<file path="src/rtl/printer_pkg.sv">
// Shared types for the plotter control blocks: homing FSM states and axis ids.
package printer_pkg;

  typedef enum logic [2:0] {
    ST_IDLE,
    ST_SEEK,
    ST_BACKOFF,
    ST_NEXT,
    ST_DONE,
    ST_ERR
  } home_state_t;

  // Encoding doubles as the bit index into the per-axis {z,y,x} vectors.
  typedef enum logic [1:0] {
    AX_X,
    AX_Y,
    AX_Z
  } axis_t;

endpackage

</file>
<file path="src/rtl/limit_debounce.sv">
// Limit-switch conditioner: 2-FF synchroniser followed by a stable-count filter.
// The debounced output only follows the synchronised input after it has differed
// from the current debounced value for DEB_CYC consecutive cycles.
module limit_debounce #(
  parameter int DEB_CYC = 40000
) (
  input  logic clk_40,
  input  logic rst,
  input  logic raw,
  output logic deb
);

  localparam int CW = $clog2(DEB_CYC + 1);

  logic [1:0]    sync_q;
  logic [CW-1:0] cnt_q;

  // Synchronise, then count consecutive disagreeing cycles before accepting a change.
  always_ff @(posedge clk_40) begin
    if (rst) begin
      sync_q <= '0;
      cnt_q  <= '0;
      deb    <= 1'b0;
    end else begin
      sync_q <= {sync_q[0], raw};
      if (sync_q[1] == deb) begin
        cnt_q <= '0;
      end else if (cnt_q == CW'(DEB_CYC - 1)) begin
        deb   <= sync_q[1];
        cnt_q <= '0;
      end else begin
        cnt_q <= cnt_q + 1'b1;
      end
    end
  end

endmodule

</file>
<file path="src/rtl/axis_homing_seq.sv">
// Homing sequencer for the three stepper axes: Z, then X, then Y.
// Each axis seeks toward its limit switch, then backs off BACKOFF_STEPS steps.
// Optional feature macro: HOMING_TIMEOUT_EN (seek-step limit of MAX_SEEK_STEPS per axis).
module axis_homing_seq
  import printer_pkg::*;
#(
  parameter int STEP_DIV       = 4000,
  parameter int PULSE_W        = 80,
  parameter int BACKOFF_STEPS  = 200,
  parameter int DEB_CYC        = 40000,
  parameter int MAX_SEEK_STEPS = 20000
) (
  input  logic       clk_40,
  input  logic       rst,
  input  logic       start,
  input  logic       x_calib,
  input  logic       y_calib,
  input  logic       z_calib,
  output logic       step_x,
  output logic       step_y,
  output logic       step_z,
  output logic       dir_x,
  output logic       dir_y,
  output logic       dir_z,
  output logic       busy,
  output logic       done,
  output logic       err,
  output logic [1:0] err_axis
);

  localparam int TW = $clog2(STEP_DIV);

  // Reject parameter sets that would break the pulse shape or wrap a 16-bit step counter.
  if (PULSE_W < 1 || PULSE_W >= STEP_DIV || BACKOFF_STEPS < 1 || BACKOFF_STEPS > 65535 ||
      MAX_SEEK_STEPS < 1 || MAX_SEEK_STEPS > 65535) begin : g_param_err
    $error("axis_homing_seq: illegal parameter set");
  end

  home_state_t   state_q, state_d;
  axis_t         axis_q, axis_d;
  logic [TW-1:0] t_q;
  logic [15:0]   bo_cnt_q;
  logic [2:0]    lim;      // debounced limits, index = axis_t
  logic [2:0]    dir_q;    // index = axis_t
  logic [1:0]    err_axis_q;
  logic          lim_act, t_zero, t_wrap, entering, step_act;
`ifdef HOMING_TIMEOUT_EN
  logic [15:0]   seek_cnt_q;
`endif

  limit_debounce #(.DEB_CYC(DEB_CYC)) u_deb [2:0] (
    .clk_40 (clk_40),
    .rst    (rst),
    .raw    ({z_calib, y_calib, x_calib}),
    .deb    (lim)
  );

  assign lim_act  = lim[axis_q];
  assign t_zero   = (t_q == '0);
  assign t_wrap   = (t_q == TW'(STEP_DIV - 1));
  assign entering = (state_d != state_q);

  // Next-state and axis sequencing.
  always_comb begin
    state_d = state_q;
    axis_d  = axis_q;
    case (state_q)
      ST_IDLE, ST_DONE, ST_ERR: begin
        if (start) begin
          state_d = ST_SEEK;
          axis_d  = AX_Z;
        end
      end
      ST_SEEK: begin
        // Limit sampled only at period start, so a trip never truncates a pulse.
        if (t_zero && lim_act) state_d = ST_BACKOFF;
`ifdef HOMING_TIMEOUT_EN
        else if (t_wrap && seek_cnt_q == 16'(MAX_SEEK_STEPS - 1)) state_d = ST_ERR;
`endif
      end
      ST_BACKOFF: begin
        // Last backoff pulse ends at this wrap; a still-active switch means it is stuck.
        if (t_wrap && bo_cnt_q == 16'(BACKOFF_STEPS - 1))
          state_d = lim_act ? ST_ERR : ST_NEXT;
      end
      ST_NEXT: begin
        case (axis_q)
          AX_Z:    begin axis_d = AX_X; state_d = ST_SEEK; end
          AX_X:    begin axis_d = AX_Y; state_d = ST_SEEK; end
          default: state_d = ST_DONE;
        endcase
      end
      default: state_d = ST_IDLE;
    endcase
  end

  // State, step timer, step counters and latched per-axis direction.
  always_ff @(posedge clk_40) begin
    if (rst) begin
      state_q    <= ST_IDLE;
      axis_q     <= AX_Z;
      t_q        <= '0;
      bo_cnt_q   <= '0;
      dir_q      <= '0;
      err_axis_q <= 2'd0;
`ifdef HOMING_TIMEOUT_EN
      seek_cnt_q <= '0;
`endif
    end else begin
      state_q <= state_d;
      axis_q  <= axis_d;
      if (entering || t_wrap) t_q <= '0;
      else                    t_q <= t_q + 1'b1;
      if (entering)                              bo_cnt_q <= '0;
      else if (state_q == ST_BACKOFF && t_wrap)  bo_cnt_q <= bo_cnt_q + 1'b1;
`ifdef HOMING_TIMEOUT_EN
      if (entering)                              seek_cnt_q <= '0;
      else if (state_q == ST_SEEK && t_wrap)     seek_cnt_q <= seek_cnt_q + 1'b1;
`endif
      // Direction switches on the same edge as state entry to get full setup time.
      if (state_d == ST_SEEK)         dir_q[axis_d] <= 1'b0;
      else if (state_d == ST_BACKOFF) dir_q[axis_d] <= 1'b1;
      if (state_d == ST_ERR && state_q != ST_ERR) err_axis_q <= axis_q;
    end
  end

  assign step_act = (state_q == ST_SEEK || state_q == ST_BACKOFF) &&
                    (t_q >= TW'(STEP_DIV - PULSE_W));
  assign step_x   = step_act && (axis_q == AX_X);
  assign step_y   = step_act && (axis_q == AX_Y);
  assign step_z   = step_act && (axis_q == AX_Z);
  assign dir_x    = dir_q[AX_X];
  assign dir_y    = dir_q[AX_Y];
  assign dir_z    = dir_q[AX_Z];
  assign busy     = (state_q == ST_SEEK) || (state_q == ST_BACKOFF) || (state_q == ST_NEXT);
  assign done     = (state_q == ST_DONE);
  assign err      = (state_q == ST_ERR);
  assign err_axis = err_axis_q;

endmodule

</file>
<file path="config.mk">
export PLATFORM = sky130hd
export DESIGN_NAME = axis_homing_seq
export DESIGN_NICKNAME = d
export VERILOG_FILES = /design/src/rtl/printer_pkg.sv /design/src/rtl/limit_debounce.sv /design/src/rtl/axis_homing_seq.sv
export SDC_FILE = /design/constraint.sdc
export NUM_CORES = 1
export LEC_CHECK = 0
export CAP_MARGIN = 25
export CORE_MARGIN = 5
export CORE_UTILIZATION = 50
export CTS_CLUSTER_SIZE = 10
export DETAILED_ROUTE_END_ITERATION = 10
export GPL_TIMING_DRIVEN = 0
export PLACE_DENSITY = 0.67
export SETUP_SLACK_MARGIN = 0.02
export SLEW_MARGIN = 20
export SYNTH_ARGS = -nofsm -noshare
export SYNTH_HDL_FRONTEND = slang
export SYNTH_SLANG_ARGS = --single-unit
export TNS_END_PERCENT = 5
</file>
<file path="constraint.sdc">
create_clock -name clk_40 -period 2.2 [get_ports clk_40]
set_input_delay 0.44 -clock clk_40 [delete_from_list [all_inputs] [get_ports clk_40]]
set_output_delay 0.44 -clock clk_40 [all_outputs]
set_load 0.03 [all_outputs]
</file>
==> metrics.yaml <==
hold_violations: 0
insertion_delay_ns: 0.36
critPathKind: "reg2reg"
drtAntennaViolNets: 0
die_area_um2: 10900
diodes: 0
gr-total-overflow: 0
layout.cells.non_filler: 647
cp.arrival_ns: 2.41
final_cell_mix: "94 x dfxtp_1, 68 x nor2_1, 36 x xor2_1"
synth_edf_count: 0
synth.net_count: 518
gr-usage-all-layers: 0.165
rr_worst_depth: 9
final_net_count: 546
p_leak_uw: 0.00168
fin_crit_sh: 0.981
finalMaxSlewViolations: 0
core_um2: 8720
setup_tns_ns: 0
finalClockSkew_ns: 0.0104
final_common_cell: "dfxtp_1"
grt_max_degree: 16
wl_per_cell_um: 13.4
p_per_area_nw_per_um2: 609
dpl.hpwl_um: 6140
wl_um: 8670
drive_above_1_share: 0.111
cp-start-kind: "flop"
fin_crit_ns: 2.16
dieWidth_um: 105
drc: 0
min_path_cells: 1
drt_iter0_drc: 191
clock-sinks: 95
ir_worst_vdd_v: 0.000362
yosys.area.top_type_share: 0.425
fmax_mhz: 463
synth_top_cell_by_area: "dfxtp_1"
cts_tree: "yes"
start_util: 0.513
ys_seq_area_frac: 0.425
row_count: 34
avgSynthCellArea_um2: 8.84
synth_cell_types: 54
port_buffers: 16
min_path_type: "reg2reg"
rsz0062_at_grt: "true"
outcome: "complete, no violations"
required_ns: 2.45
drv_cap: 0
slew_headroom: 0.638
gp_congestion: 0.846
firstDrtPassIters: 4
area_delta_synth_final_pct: 12.4
numCtsBuffers: 9
dp.cells: 630
synth_area_leaders: "dfxtp_1 43%, xor2_1 7.0%, xnor2_1 6.7%"
cts.path.max_buffers: 2
setup_viol: 0
grt_pass1_wl_um: 15300
vias: 3459
htreeDepth: 3
synth_area_um2: 4470
endpoint_kind: "flop"
final_area_um2: 5030
nFillCells: 798
tightestPinTransition_ns: 0.537
antenna_found_initial: 0
root_buffer: "clkbuf_8"
ys_ff_latch: 95
synth_warnings: 0
async_flop_share: 0
synthesis.instances: 506
grt_pass1_vias: 3320
clk_pin_slew_ns: 0.09
dpl-instance-area_um2: 4770
ys.flop_type: "dfxtp_1"
ios: 17
cp_max_fo: 10
die_height_um: 105
avgViaCountPerCell: 5.35
## metal layers
| metal | vias to the layer above | routed length, um | global-route usage |
|---|---|---|---|
| li1 | 1828 | - | - |
| met1 | 1588 | 4300 | 0.222 |
| met2 | 35 | 4040 | 0.267 |
| met3 | 8 | 240 | 0.0358 |
| met4 | 0 | 93 | 0.0493 |
| met5 | - | 0 | 0 |
## synthesized netlist by cell type (7+ instances only)
cell	n
and4_1	11
xor2_1	36
nand4_1	19
nor2b_1	8
xnor2_1	34
and3_1	11
dfxtp_1	95
a21oi_1	9
inv_1	13
nand3_1	23
nor4_1	21
nor2_1	68
nor3_1	34
clkbuf_1	9
o21ai_0	7
nand2_1	31
## stage by stage
stage,power [uW],setup WS (ns),util,hold WS [ns]
floorplan,1870,0.0413,-,0.411
global placement,1910,-0.342,0.547,0.418
detailed placement,1920,-0.344,0.547,0.433
CTS,3110,0.00325,0.574,0.448
global route,3200,-0.0800,0.577,0.468
finish,3060,0.0424,0.577,0.443
## area by class of cell
class,instances,area (um2),area share
Buffer,24,166,0.0331
Clock buffer,11,151,0.0301
Clock inverter,5,56.3,0.0112
Inverter,13,48.8,0.00970
Multi-Input combinational cell,373,2400,0.478
Sequential cell,95,1900,0.378
Tap cell,108,135,0.0269
Timing Repair Buffer,18,165,0.0328
## where the power goes
| part | switching, uW | internal, uW |
|---|---|---|
| clock | 597 | 586 |
| sequential | 9.66 | 1730 |
| combinational | 84.3 | 54.4 |
## cell families after synthesis
family,count (synthesis),synth area share
simple gates,257,0.310
flops,95,0.425
xor+xnor,70,0.137
buf+inv,38,0.0475
compound gates,35,0.0520
fa+ha+maj,6,0.0168
mux,5,0.0112
## worst max-delay path: stages (launching register included)
cell and delay, ns:
dfxtp_1 0.40, ha_1 0.21, and3_1 0.15, buf_2 0.21
and4_1 0.21, buf_2 0.21, nand2b_2 0.10, o21ai_2 0.22
buf_4 0.27, nor3_1 0.06
## state kept, by name (all words and copies together) (netlist names), named ones only
signal,flops
state_q,3
u_deb.sync_q,6
u_deb.cnt_q,48
bo_cnt_q,16
u_deb.deb,3
t_q,12
err_axis,2
axis_q,2
## path summary, 6_finish.rpt
path,from,end,slack (ns)
worst max-delay path,t_q[0],bo_cnt_q[9],0.04
worst min-delay path,u_deb[2].cnt_q[0],u_deb[2].cnt_q[0],0.44
worst max register to register,t_q[0],bo_cnt_q[9],0.04
worst min register to register,u_deb[2].cnt_q[0],u_deb[2].cnt_q[0],0.44
## repair_timing
| item | 4_1_cts | 5_1_grt |
|---|---|---|
| resized for setup | 35 | 8 |
| setup endpoints to repair | 36 | 44 |
| pin swaps | 2 | 0 |
| setup buffers | 0 | 2 |
| gates cloned | 0 | 0 |
| hold buffers | 0 | 0 |
Note: power is estimated with default switching activity, not from simulation.
